## config.mk

```make
export PLATFORM = sky130hd
export DESIGN_NAME = vmul_issue_arbiter
export DESIGN_NICKNAME = d
export VERILOG_FILES = /design/src/rtl/vmul_issue_arbiter.sv
export SDC_FILE = /design/constraint.sdc
export NUM_CORES = 1
export LEC_CHECK = 0
export CORE_AREA = 4 4 293 295
export CTS_CLUSTER_DIAMETER = 80
export CTS_CLUSTER_SIZE = 25
export DETAILED_ROUTE_END_ITERATION = 10
export DIE_AREA = 0 0 297 299
export GPL_TIMING_DRIVEN = 0
export PLACE_DENSITY_LB_ADDON = 0.25
export SLEW_MARGIN = 20
export SYNTH_ARGS = -nofsm -noshare
export SYNTH_HDL_FRONTEND = slang
export SYNTH_SLANG_ARGS = --single-unit
```

## constraint.sdc

```tcl
create_clock -name clk -period 17.55 [get_ports clk]
set_clock_uncertainty 0.05 [all_clocks]
set_input_delay 3.51 -clock clk [delete_from_list [all_inputs] [get_ports clk]]
set_output_delay 3.51 -clock clk [all_outputs]
set_load 0.01 [all_outputs]
```

## src/rtl/vmul_issue_arbiter.sv

```systemverilog
// Two-requester round-robin issue arbiter in front of a fixed-latency vector multiplier.
// Tracks per-requester credits and routes results back using an id tag pipeline.
module vmul_issue_arbiter #(
  parameter int REQ_DATA_WIDTH  = 64,
  parameter int REQ_ADDR_WIDTH  = 32,
  parameter int SEW_WIDTH       = 2,
  parameter int OPSEL_WIDTH     = 2,
  parameter int MUL_LATENCY     = 6,
  parameter int MAX_OUTSTANDING = 4
) (
  input  logic                        clk,
  input  logic                        rst,
  input  logic                        req0_valid,
  output logic                        req0_ready,
  input  logic [REQ_DATA_WIDTH-1:0]   req0_vec0,
  input  logic [REQ_DATA_WIDTH-1:0]   req0_vec1,
  input  logic [SEW_WIDTH-1:0]        req0_sew,
  input  logic [OPSEL_WIDTH-1:0]      req0_opSel,
  input  logic                        req0_widen,
  input  logic                        req0_fxp,
  input  logic [REQ_ADDR_WIDTH-1:0]   req0_addr,
  input  logic                        req1_valid,
  output logic                        req1_ready,
  input  logic [REQ_DATA_WIDTH-1:0]   req1_vec0,
  input  logic [REQ_DATA_WIDTH-1:0]   req1_vec1,
  input  logic [SEW_WIDTH-1:0]        req1_sew,
  input  logic [OPSEL_WIDTH-1:0]      req1_opSel,
  input  logic                        req1_widen,
  input  logic                        req1_fxp,
  input  logic [REQ_ADDR_WIDTH-1:0]   req1_addr,
  output logic                        mul_in_valid,
  output logic [REQ_DATA_WIDTH-1:0]   mul_in_vec0,
  output logic [REQ_DATA_WIDTH-1:0]   mul_in_vec1,
  output logic [SEW_WIDTH-1:0]        mul_in_sew,
  output logic [OPSEL_WIDTH-1:0]      mul_in_opSel,
  output logic                        mul_in_widen,
  output logic                        mul_in_fxp,
  output logic [REQ_ADDR_WIDTH-1:0]   mul_in_addr,
  input  logic                        mul_out_valid,
  input  logic [REQ_DATA_WIDTH-1:0]   mul_out_vec,
  input  logic [REQ_ADDR_WIDTH-1:0]   mul_out_addr,
  input  logic [REQ_DATA_WIDTH/8-1:0] mul_out_vd,
  input  logic [REQ_DATA_WIDTH/8-1:0] mul_out_vd1,
  input  logic [REQ_DATA_WIDTH/8-1:0] mul_out_vd10,
  output logic [1:0]                  resp_valid,
  output logic [REQ_DATA_WIDTH-1:0]   resp_vec,
  output logic [REQ_ADDR_WIDTH-1:0]   resp_addr,
  output logic [REQ_DATA_WIDTH/8-1:0] resp_vd,
  output logic [REQ_DATA_WIDTH/8-1:0] resp_vd1,
  output logic [REQ_DATA_WIDTH/8-1:0] resp_vd10,
  output logic                        busy,
  output logic                        err
);

  localparam int CNT_W = 4;

  logic [CNT_W-1:0]          cnt0_r, cnt1_r;
  logic                      prio_r;
  logic                      elig0_s, elig1_s, grant0_s, grant1_s, grant_s;
  logic [REQ_DATA_WIDTH-1:0] sel_vec0_s, sel_vec1_s;
  logic [SEW_WIDTH-1:0]      sel_sew_s;
  logic [OPSEL_WIDTH-1:0]    sel_opsel_s;
  logic                      sel_widen_s, sel_fxp_s;
  logic [REQ_ADDR_WIDTH-1:0] sel_addr_s;
  logic                      mul_in_id_r;
  logic [MUL_LATENCY-1:0]    tag_v_r, tag_id_r;
  logic                      tag_out_v_s, tag_out_id_s;
  logic [1:0]                ret_r;

  // Eligibility and round-robin grant; prio_r names the requester that wins a tie.
  always_comb begin
    elig0_s  = (cnt0_r < CNT_W'(MAX_OUTSTANDING));
    elig1_s  = (cnt1_r < CNT_W'(MAX_OUTSTANDING));
    grant0_s = 1'b0;
    grant1_s = 1'b0;
    if (rst) begin
      grant0_s = 1'b0;
    end else if (req0_valid && elig0_s && req1_valid && elig1_s) begin
      grant0_s = ~prio_r;
      grant1_s = prio_r;
    end else if (req0_valid && elig0_s) begin
      grant0_s = 1'b1;
    end else if (req1_valid && elig1_s) begin
      grant1_s = 1'b1;
    end else begin
      grant0_s = 1'b0;
    end
  end

  assign grant_s    = grant0_s | grant1_s;
  assign req0_ready = grant0_s;
  assign req1_ready = grant1_s;

  // Operand mux for the granted requester.
  always_comb begin
    if (grant1_s) begin
      sel_vec0_s  = req1_vec0;
      sel_vec1_s  = req1_vec1;
      sel_sew_s   = req1_sew;
      sel_opsel_s = req1_opSel;
      sel_widen_s = req1_widen;
      sel_fxp_s   = req1_fxp;
      sel_addr_s  = req1_addr;
    end else begin
      sel_vec0_s  = req0_vec0;
      sel_vec1_s  = req0_vec1;
      sel_sew_s   = req0_sew;
      sel_opsel_s = req0_opSel;
      sel_widen_s = req0_widen;
      sel_fxp_s   = req0_fxp;
      sel_addr_s  = req0_addr;
    end
  end

  // Multiplier issue register; fields are zeroed on idle cycles.
  always_ff @(posedge clk or posedge rst) begin
    if (rst) begin
      mul_in_valid <= 1'b0;
      mul_in_id_r  <= 1'b0;
      mul_in_vec0  <= '0;
      mul_in_vec1  <= '0;
      mul_in_sew   <= '0;
      mul_in_opSel <= '0;
      mul_in_widen <= 1'b0;
      mul_in_fxp   <= 1'b0;
      mul_in_addr  <= '0;
    end else if (grant_s) begin
      mul_in_valid <= 1'b1;
      mul_in_id_r  <= grant1_s;
      mul_in_vec0  <= sel_vec0_s;
      mul_in_vec1  <= sel_vec1_s;
      mul_in_sew   <= sel_sew_s;
      mul_in_opSel <= sel_opsel_s;
      mul_in_widen <= sel_widen_s;
      mul_in_fxp   <= sel_fxp_s;
      mul_in_addr  <= sel_addr_s;
    end else begin
      mul_in_valid <= 1'b0;
      mul_in_id_r  <= 1'b0;
      mul_in_vec0  <= '0;
      mul_in_vec1  <= '0;
      mul_in_sew   <= '0;
      mul_in_opSel <= '0;
      mul_in_widen <= 1'b0;
      mul_in_fxp   <= 1'b0;
      mul_in_addr  <= '0;
    end
  end

  // Tag pipeline: the last stage lines up with mul_out_valid for the same op.
  always_ff @(posedge clk or posedge rst) begin
    if (rst) begin
      tag_v_r  <= '0;
      tag_id_r <= '0;
    end else begin
      tag_v_r[0]  <= mul_in_valid;
      tag_id_r[0] <= mul_in_id_r;
      for (int i = 1; i < MUL_LATENCY; i++) begin
        tag_v_r[i]  <= tag_v_r[i-1];
        tag_id_r[i] <= tag_id_r[i-1];
      end
    end
  end

  assign tag_out_v_s  = tag_v_r[MUL_LATENCY-1];
  assign tag_out_id_s = tag_id_r[MUL_LATENCY-1];

  // Response register, credit-return pulse and sticky protocol error.
  always_ff @(posedge clk or posedge rst) begin
    if (rst) begin
      resp_valid <= 2'b00;
      resp_vec   <= '0;
      resp_addr  <= '0;
      resp_vd    <= '0;
      resp_vd1   <= '0;
      resp_vd10  <= '0;
      ret_r      <= 2'b00;
      err        <= 1'b0;
    end else begin
      if (mul_out_valid && tag_out_v_s) begin
        resp_valid <= tag_out_id_s ? 2'b10 : 2'b01;
        resp_vec   <= mul_out_vec;
        resp_addr  <= mul_out_addr;
        resp_vd    <= mul_out_vd;
        resp_vd1   <= mul_out_vd1;
        resp_vd10  <= mul_out_vd10;
      end else begin
        resp_valid <= 2'b00;
        resp_vec   <= '0;
        resp_addr  <= '0;
        resp_vd    <= '0;
        resp_vd1   <= '0;
        resp_vd10  <= '0;
      end
      // A lost result still returns its credit so the requester cannot starve.
      if (tag_out_v_s) begin
        ret_r <= tag_out_id_s ? 2'b10 : 2'b01;
      end else begin
        ret_r <= 2'b00;
      end
      if (mul_out_valid != tag_out_v_s) begin
        err <= 1'b1;
      end else begin
        err <= err;
      end
    end
  end

  // Outstanding counters and round-robin pointer.
  always_ff @(posedge clk or posedge rst) begin
    if (rst) begin
      cnt0_r <= '0;
      cnt1_r <= '0;
      prio_r <= 1'b0;
    end else begin
      case ({grant0_s, ret_r[0]})
        2'b10:   cnt0_r <= cnt0_r + CNT_W'(1);
        2'b01:   cnt0_r <= cnt0_r - CNT_W'(1);
        default: cnt0_r <= cnt0_r;
      endcase
      case ({grant1_s, ret_r[1]})
        2'b10:   cnt1_r <= cnt1_r + CNT_W'(1);
        2'b01:   cnt1_r <= cnt1_r - CNT_W'(1);
        default: cnt1_r <= cnt1_r;
      endcase
      if (grant0_s) begin
        prio_r <= 1'b1;
      end else if (grant1_s) begin
        prio_r <= 1'b0;
      end else begin
        prio_r <= prio_r;
      end
    end
  end

  assign busy = (cnt0_r != '0) | (cnt1_r != '0);

endmodule

```

Word-level counts from Yosys, hierarchy flattened
Cells that the tools add are included.
Word-level totals
  word-level logic and storage cells: 81
  output and inout bits: 293
  bits in latches: 0
  input bits: 457
  register bits: 314
  bits in read-only memories: 0
  RAM bits: 0
  memories kept: 0
Cells by class
  multipliers: 0
  bitwise logic cells: 3
  reductions and logical operators: 10
  muxes and demuxes: 35
  $add $sub $neg: 4
  equal/unequal tests: 5
  div/mod/pow operators: 0
  shifts and indexed selects: 0
  $lt $le $gt $ge: 2
Operators with widths (count)
  two-way mux 64 bit: 5
  two-way mux 32 bit: 3
  two-way mux 8 bit: 3
  case mux 4 bit (2 select lines): 2
  two-way mux 1 bit: 15
  two-way mux 2 bit: 7
  adder 4 x 1 -> 4 bit (second input constant): 2
  < comparator 4 x 3 -> 1 bit (second input constant): 2
  nonzero test 4 bit: 2
  subtractor 4 x 1 -> 4 bit (second input constant): 2
  nonzero test 2 bit: 3
  logical AND 1 bit: 5
  equality test 2 x 1 -> 1 bit (second input constant): 2
  equality test 2 bit (second input constant): 2
  bitwise OR 1 bit: 2
  != test 1 bit: 1
  inverter 1 bit: 1

Logic depth before layout (Yosys ltp)
Gate-level depths: netlist (run 1).
  word-level depth: 8
  mapped depth: 13
  gate-level depth less buffers: 11

Worst setup path before layout (run 1)
Ideal clock, no wire load.
  path type: input-to-output
  from: in rst
  to: out req1_ready
  stages on the path: 3
  path slack: 3.094 ns
  buffers on the path: 1
  required time: 13.990 ns
  arrival: 10.896 ns
  cell sequence: clkbuf_1 -> inv_1 -> and2_1
Between the ends
  longest elaborated chain between the ends: 1
Ends and longest elaborated chain
  start: declaration: line 12  | input logic rst,
  two-way mux 1 bit: line 76  | if (rst) begin
  end: declaration: line 23  | output logic req1_ready,
No other way between the ends.

Worst setup path after layout (run 1)
  from: in req0_valid
  to: out req0_ready
Between the ends
  longest elaborated chain between the ends: 5
  elaborated cells between the ends (all ways): 6
  classes of those cells: mux: 3; reduce/logical: 3
Ends and longest elaborated chain
  start: declaration: line 13  | input logic req0_valid,
  logical AND 1 bit *: line 78, 81
  logical AND 1 bit (2 in a row): line 78  | end else if (req0_valid && elig0_s && req1_valid && elig1_s) begin
  two-way mux 1 bit *: line 78
  two-way mux 1 bit *: line 76
  end: declaration: line 14  | output logic req0_ready,
Every way passes the cells marked *; elsewhere a longest branch is shown, timed or not.

==> impl_metrics.ini, run 1 <==
[grt]
antenna_found_initial = 1
grt_pass1_vias = 11200
grt_first_pass_wirelength_um = 76100
grt_max_degree = 100
track_usage_pct = 11.4
overflow = 0

[timing]
rsz0062_at_grt = false
finalMaxSlewViolations = 0
relSlewSlack_pct = 41.9
fmaxAchievable_mhz = 103
final_hold_viol_count = 0
finalSetupViolCount = 0
tns_ps = 0
hold_ws_ps = 301
layout_setup_ws_ps = 7890
finalCritPeriodShare_pct = 55.1
period_needed_ps = 9660
worstMarginPinSlew_ps = 871

[job]
maxCapViolCount = 0

[floorplanning]
die_area_um2 = 88800
dieHeight_um = 299
fp.coreArea_um2 = 83200
die_w_um = 297
fp-row-count = 106
io_pins = 750
start_util_pct = 14.3

[drt]
drc = 0
num_vias = 10100
ant_nets = 0
wl_met2_um = 27600
top_layer = met4
wl_per_cell_um = 19.1
wl_um = 53200
viasPerCell = 3.62
drt_iter0_drc = 374
wl_met1_um = 19700
route.met3.wl_um = 4230
drt_first_pass_iters = 5

[power_and_ir_drop]
total_power_mw = 2.33
p_per_area_nw_per_um2 = 107
leakagePower_nw = 8.96
ir_drop_v = 0.0000594

[cts]
ctsResizeCount = 0
cts.path.max_buffers = 3
hold_buffers = 0
cts_tree = built
path_clk_slew_ps = 80
cts_sinks = 314
cts-root-buf = clkbuf_16
cts_made_buffers = 25
post_cts_buffers = 0
clk_latency_ps = 580
h-tree-depth = 1

[place]
dp_slack_ps = 7830
post-dp-hpwl_um = 43100
dp_cells = 2734
io_buffers = 748
place_congestion = 0.836
place_area_um2 = 20800

[critical_path]
slowest_stage = clkdlybuf4s50_1
path_class = primary input to output port
ff2ff_setup_slack_ps = 14100
cpPeakStageDelay_ps = 610
crit_path_max_fanout = 10
worstPathArrival_ps = 6100
path_cells = clkdlybuf4s50_1 > or3b_4 > a21oi_2 > buf_4 > buf_4 > nand2_1 > inv_1 > clkdlybuf4s50_1
critPathCaptureType = output port
startpoint_type = primary input
worstPathRequired_ps = 13990

[synthesis]
yosys_warnings = 0
syn_inst = 903
syn_nets = 1368
synthesis.area_um2 = 11900
post_synth_main_area_contributors = dfrtp_1, a22oi_2, and2_1, nor2_1, a22oi_1
syn_area_per_cell_um2 = 13.2
yosys.area.top_type_share_pct = 66.1
ys_seq_area_share_pct = 66.1
ys_seq_elements = 314
ys_types = 34
yosys.area.top_type = dfrtp_1

[layout]
instances_no_fill = 2780
drive_gt1_share_pct = 10.9
utilization_pct = 26.2
nFillCells = 8743
stdcell_area_um2 = 21800
nNetsFinal = 2146
syn2layout_area_growth_pct = 83.1
antenna_cells = 0

[run_status]
status = completed

[worst_hold_path]
hp-class = flip-flop to flip-flop
## state kept, by name (all words and copies together), names as in the netlist
signal,count
mul_in_fxp,1
mul_in_widen,1
resp_vd1,8
mul_in_valid,1
resp_valid,2
tag_v_r,6
mul_in_sew,2
mul_in_vec1,64
resp_vd10,8
mul_in_id_r,1
resp_vec,64
tag_id_r,6
cnt0_r,4
ret_r,2
resp_vd,8
err,1
prio_r,1
mul_in_addr,32
mul_in_opSel,2
resp_addr,32
mul_in_vec0,64
cnt1_r,4
## cell type report
type                    instances  area [µm²]  area share, %
multi-input cells             511        3560           16.4
repair buffers                751        7570           34.8
plain buffers                  70         430           1.98
inverters                       8        37.5          0.173
well taps                    1080        1350           6.21
clock buffers                  25         626           2.88
clock inverters                21         317           1.46
flip-flops and latches        314        7860           36.1
## worst max-delay path, delay by kind of cell
family          cells  cell delay (ps)
buf+inv             5             1700
simple gates        2              520
compound gates      1              360
## power by group
part | internal [mW] | switching (mW)
Clock | 0.317 | 0.337
Combinational | 0.412 | 0.393
Sequential | 0.827 | 0.0436
Total | 1.56 | 0.773
## metal layers
metal / up-vias / GRT usage [%]
li1: 4607 / -
met1: 4917 / 12.5
met2: 469 / 21.0
met3: 66 / 3.55
met4: 0 / 3.67
met5: - / 0
## layout by cell type (no fill, tap or decap), drive strengths merged, types with 5 or more instances in the layout
cell type,n
clkdlybuf4s50,748
dfrtp,314
nor2,168
a22oi,166
and2,124
clkbuf,65
buf,33
inv,18
clkinv,9
ha,7
nand2,5
nor2b,5
xor2,5
a21oi,5
## kinds of logic after synthesis
logic type,Yosys count,share of synthesized area [%]
adders and majority gates,8,0.906
DFF,314,66.1
and+or+nand+nor,314,13.0
buffers and inverters,78,3.86
xor gates and xnor gates,7,0.516
muxes,2,0.179
AOI/OAI and AO/OA,180,15.4
## final timing paths
kind                              from         endpoint  cells after the start
min in group asynchronous          rst  mul_in_vec1[15]                      2
setup reg to reg             cnt0_r[3]        cnt0_r[3]                     10
hold reg to reg            tag_id_r[1]      tag_id_r[2]                      0
hold / removal             tag_id_r[1]      tag_id_r[2]                      0
setup / recovery            req0_valid       req0_ready                      8
max in group asynchronous          rst     resp_vec[28]                      4
## cell usage after synthesis
library cell and count:
o311ai_0 1, a22oi_1 66, inv_1 8, dfrtp_1 314
mux2_2 1, a22oi_2 100, nor3b_1 2, or2_2 1
buf_2 1, mux2i_1 1, xnor2_1 2, nand2b_1 1
clkbuf_1 40, ha_1 7, o32ai_1 1, buf_4 14
buf_6 15, a21oi_2 1, nand2_1 5, nor4_1 3
o31ai_1 1, or3_1 2, nor3_1 1, nor2_1 168
xor2_1 5, and2_1 124, o21ai_0 4, o21a_1 1
a31oi_1 1, nand4b_1 1, nor2b_1 5, or3b_4 1
a21oi_1 4, fa_1 1
(Power assumes the default switching activity.)
==> run 2: changes to the inputs <==
==> constraint.sdc (replaced) <==
create_clock -name clk -period 7.8 [get_ports clk]
set_clock_uncertainty 0.05 [all_clocks]
set_input_delay 1.56 -clock clk [delete_from_list [all_inputs] [get_ports clk]]
set_output_delay 1.56 -clock clk [all_outputs]
set_load 0.01 [all_outputs]
==> impl_metrics.ini, run 2 (synthesized netlist as in run 1, its figures left out) <==
[cts]
cts_tree = built
cts.path.max_buffers = 3
h-tree-depth = 1
post_cts_buffers = 0
ctsResizeCount = 0
cts_made_buffers = 25
hold_buffers = 0
path_clk_slew_ps = 90
cts_sinks = 314
clk_latency_ps = 600
cts-root-buf = clkbuf_16

[grt]
antenna_found_initial = 3
overflow = 0
grt_pass1_vias = 11200
track_usage_pct = 11.5
grt_max_degree = 36
grt_first_pass_wirelength_um = 76600

[critical_path]
critPathLaunch = req0_valid
cp_num_buf_inv = 5
cpPeakStageDelay_ps = 550
worstPathRequired_ps = 6190
crit_path_max_fanout = 10
worstPathArrival_ps = 4410
critPathCaptureType = output port
slowest_stage = clkdlybuf4s50_1
path_class = primary input to output port
r2r-start = cnt0_r[3]
crit_family = buffers and inverters
path_cells = clkdlybuf4s50_1 > or3b_4 > a21oi_2 > buf_4 > buf_4 > nand2_1 > inv_2 > clkdlybuf4s50_1
startpoint_type = primary input

[place]
place_area_um2 = 21000
post-dp-hpwl_um = 43700
io_buffers = 748
dp_slack_ps = 1790
place_congestion = 0.789

[layout]
nFillCells = 8662
reg_top3 = mul_in_vec0: 64 flops, mul_in_vec1: 64 flops, resp_vec: 64 flops
final_common_cell = clkdlybuf4s50_1
final_cell_mix = clkdlybuf4s50_1, dfrtp_1, nor2_1
syn2layout_area_growth_pct = 84.4
stdcell_area_um2 = 21900
nNetsFinal = 2153
drive_gt1_share_pct = 11.3
utilization_pct = 26.3

[drt]
num_vias = 9977
drt_iter0_drc = 385
viasPerCell = 3.58
drc = 0
ant_nets = 0
wl_per_cell_um = 19.2
drt_first_pass_iters = 4
wl_um = 53500

[timing]
finalCritPeriodShare_pct = 77.2
period_needed_ps = 6020
finalSetupViolCount = 0
relSlewSlack_pct = 23.4
layout_setup_ws_ps = 1780
final_hold_viol_count = 0
fmaxAchievable_mhz = 166
finalMaxSlewViolations = 0
rsz0062_at_grt = false
worstMarginPinSlew_ps = 1150
tns_ps = 0

[power_and_ir_drop]
p_int_mw = 3.54
comb_power_share_pct = 34.8
p_seq_share_pct = 37.1
clockPowerShare_pct = 28.1
ir_drop_v = 0.000147
p_sw_share_pct = 32.9
leakagePower_nw = 9.01
total_power_mw = 5.27
p_sw_mw = 1.74
p_per_area_nw_per_um2 = 241

[worst_hold_path]
hp-class = flip-flop to flip-flop
hp-start = tag_id_r[1]

[floorplanning]
die_area_um2 = 88800
fp-row-count = 106
io_pins = 750
die_w_um = 297
fp.coreArea_um2 = 83200
dieHeight_um = 299
start_util_pct = 14.3

[run_status]
status = completed

[job]
maxCapViolCount = 0
## run 2: power groups by stage
stage          Combinational (mW)  Sequential (mW)  Clock, mW
2_1_floorplan               0.758             2.09          0
3_3_place_gp                 1.85             1.99          0
3_5_place_dp                 1.87             1.99          0
4_1_cts                      1.88             1.96       1.56
5_1_grt                      1.99             1.98       1.61
6_report                     1.84             1.96       1.48
## run 2: per-stage QoR
stage	std cells	hold slack, ps
floorplan	903	281
global placement	2731	286
detailed placement	2741	287
CTS	2787	293
global route	2787	296
finish	2788	290
## run 2: worst paths after layout
kind	to	slack, ps	depth (start not counted)
max	req0_ready	1780	8
min	tag_id_r[2]	290	0
max reg2reg	cnt0_r[3]	4070	10
min reg2reg	tag_id_r[2]	290	0
max in group asynchronous	resp_vec[35]	5070	7
min in group asynchronous	mul_in_addr[29]	1050	2
## run 2: per-layer routing
layer	wire (µm)	GRT usage (%)	share of wire [%]	up-vias
li1	-	-	-	4621
met1	19600	12.7	37	4833
met2	27300	20.7	51	451
met3	4620	3.92	8.6	70
met4	2000	3.89	3.7	2
met5	13	0	0.024	-
## run 2: worst reg2reg max path, stage by stage, from the launching register on
cell      delay (ps)
dfrtp_1          430
or3b_4           450
a21oi_2          530
buf_4            400
buf_4            260
nand2_1          160
ha_1             340
ha_1             310
a21oi_1          220
o21ai_0          130
o311ai_0         340
## run 2: cell type report
type / count / area [µm²] / area share (%)
multi-input combinational: 511 / 3580 / 16.3
clock inverter: 20 / 315 / 1.44
timing repair buffer: 758 / 7690 / 35.1
clock buffer: 26 / 629 / 2.87
buffer: 70 / 450 / 2.06
antenna: 1 / 2.50 / 0.0114
tap: 1080 / 1350 / 6.17
inverter: 8 / 33.8 / 0.154
sequential: 314 / 7860 / 35.9
==> run 3: changes to the inputs <==
==> constraint.sdc (replaced) <==
create_clock -name clk -period 6.1 [get_ports clk]
set_clock_uncertainty 0.05 [all_clocks]
set_input_delay 1.22 -clock clk [delete_from_list [all_inputs] [get_ports clk]]
set_output_delay 1.22 -clock clk [all_outputs]
set_load 0.01 [all_outputs]
==> impl_metrics.ini, run 3 (synthesized netlist as in run 1, its figures left out) <==
[run_status]
status = completed

[grt]
grt_max_degree = 34
grt_first_pass_wirelength_um = 77800
track_usage_pct = 11.6
antenna_found_initial = 7
grt_pass1_vias = 11300
overflow = 0

[drt]
viasPerCell = 3.61
drc = 0
wl_per_cell_um = 19.4
num_vias = 10100
wl_um = 54100
ant_nets = 0
drt_first_pass_iters = 4
drt_iter0_drc = 306

[critical_path]
cpPeakStageDelay_ps = 550
reg2reg_depth = 11
crit_family = buffers and inverters
path_cells = clkdlybuf4s50_1 > or3b_4 > a21oi_2 > buf_4 > buf_4 > nand2_1 > inv_2 > clkdlybuf4s50_1
r2r_end = cnt0_r[3]
worstPathArrival_ps = 3630
crit_cells = 8
crit_path_max_fanout = 10
cp_num_buf_inv = 5
critPathLaunch = req0_valid
path_class = primary input to output port
r2r-start = cnt0_r[3]
slowest_stage = clkdlybuf4s50_1
critPathCaptureType = output port
ff2ff_setup_slack_ps = 3090
startpoint_type = primary input
worstPathRequired_ps = 4830
crit_end = req0_ready

[power_and_ir_drop]
p_per_area_nw_per_um2 = 309
ir_drop_v = 0.000187
leakagePower_nw = 9.06

[layout]
nNetsFinal = 2155
drive_gt1_share_pct = 12.0
final_common_cell = clkdlybuf4s50_1
stdcell_area_um2 = 22000
syn2layout_area_growth_pct = 85.5
instances_no_fill = 2793
reg_top3 = mul_in_vec0: 64 flops, mul_in_vec1: 64 flops, resp_vec: 64 flops
utilization_pct = 26.5
final_cell_mix = clkdlybuf4s50_1, dfrtp_1, nor2_1

[place]
post-dp-hpwl_um = 44300
place_congestion = 0.807
io_buffers = 748
dp_cells = 2742
dp_slack_ps = 1110
place_area_um2 = 21000

[cts]
ctsResizeCount = 0
post_cts_buffers = 0
cts.path.max_buffers = 3
cts-root-buf = clkbuf_16
hold_buffers = 0
h-tree-depth = 1
path_clk_slew_ps = 70
cts_tree = built
cts_made_buffers = 26
clk_latency_ps = 570
cts_sinks = 314

[worst_hold_path]
hp-class = flip-flop to flip-flop
whs_path_depth = 0

[timing]
finalCritPeriodShare_pct = 80.4
period_needed_ps = 4900
finalMaxSlewViolations = 0
relSlewSlack_pct = 45.3
final_hold_viol_count = 0
worstMarginPinSlew_ps = 820
rsz0062_at_grt = false
fmaxAchievable_mhz = 204
hold_ws_ps = 303
layout_setup_ws_ps = 1200
finalSetupViolCount = 0

[floorplanning]
io_pins = 750
die_w_um = 297
fp-row-count = 106
start_util_pct = 14.3
fp.coreArea_um2 = 83200
die_area_um2 = 88800
dieHeight_um = 299

[job]
maxCapViolCount = 0
-- run 3: how the worst min path moves through the flow --
stage,startpoint,endpoint,slack [ps]
after CTS,tag_v_r[1],tag_v_r[2],310
after global routing,tag_v_r[3],tag_v_r[4],310
final,tag_v_r[1],tag_v_r[2],300
after detailed placement,tag_id_r[2],tag_id_r[3],290
after global placement,mul_in_id_r,tag_id_r[0],280
after floorplan,mul_in_id_r,tag_id_r[0],280
-- run 3: layout make-up --
type	count	area, µm²
fillers	8681	61100
flip-flops and latches	314	7860
repair buffers	759	7710
multi-input cells	511	3630
well taps	1080	1350
clock buffers	29	703
plain buffers	70	460
clock inverters	19	284
inverters	8	33.8
diodes	3	7.51
-- run 3: where the power goes --
group | switching (mW) | leakage (nW) | internal, mW
Clock | 0.916 | 0.482 | 1.04
Sequential | 0.128 | 4.27 | 2.38
Combinational | 1.13 | 4.30 | 1.22
Total | 2.18 | 9.06 | 4.64
-- run 3: layer usage --
metal	share of wire (%)	routed length [µm]	global-route usage, %
met1	39	21000	13.4
met2	50	27000	20.7
met3	8.0	4300	3.80
met4	3.2	1710	3.31
met5	0.050	27	0
-- run 3: stage by stage --
stage | power, mW | TNS, ps
after detailed placement | 4.97 | 0
after CTS | 7.00 | 0
after global placement | 4.94 | -592850
after global routing | 7.22 | 0
after floorplan | 3.67 | -16660
final | 6.82 | 0
-- run 3: worst register-to-register path, cell delays in order (launching register included) --
cell and delay (ps):
dfrtp_1 440, or3b_4 450, a21oi_2 290, buf_4 270, buf_4 230, nand2_1 150, ha_4 220, ha_4 270
inv_1 50, nor4_1 220, nand4b_1 140, o311ai_1 100
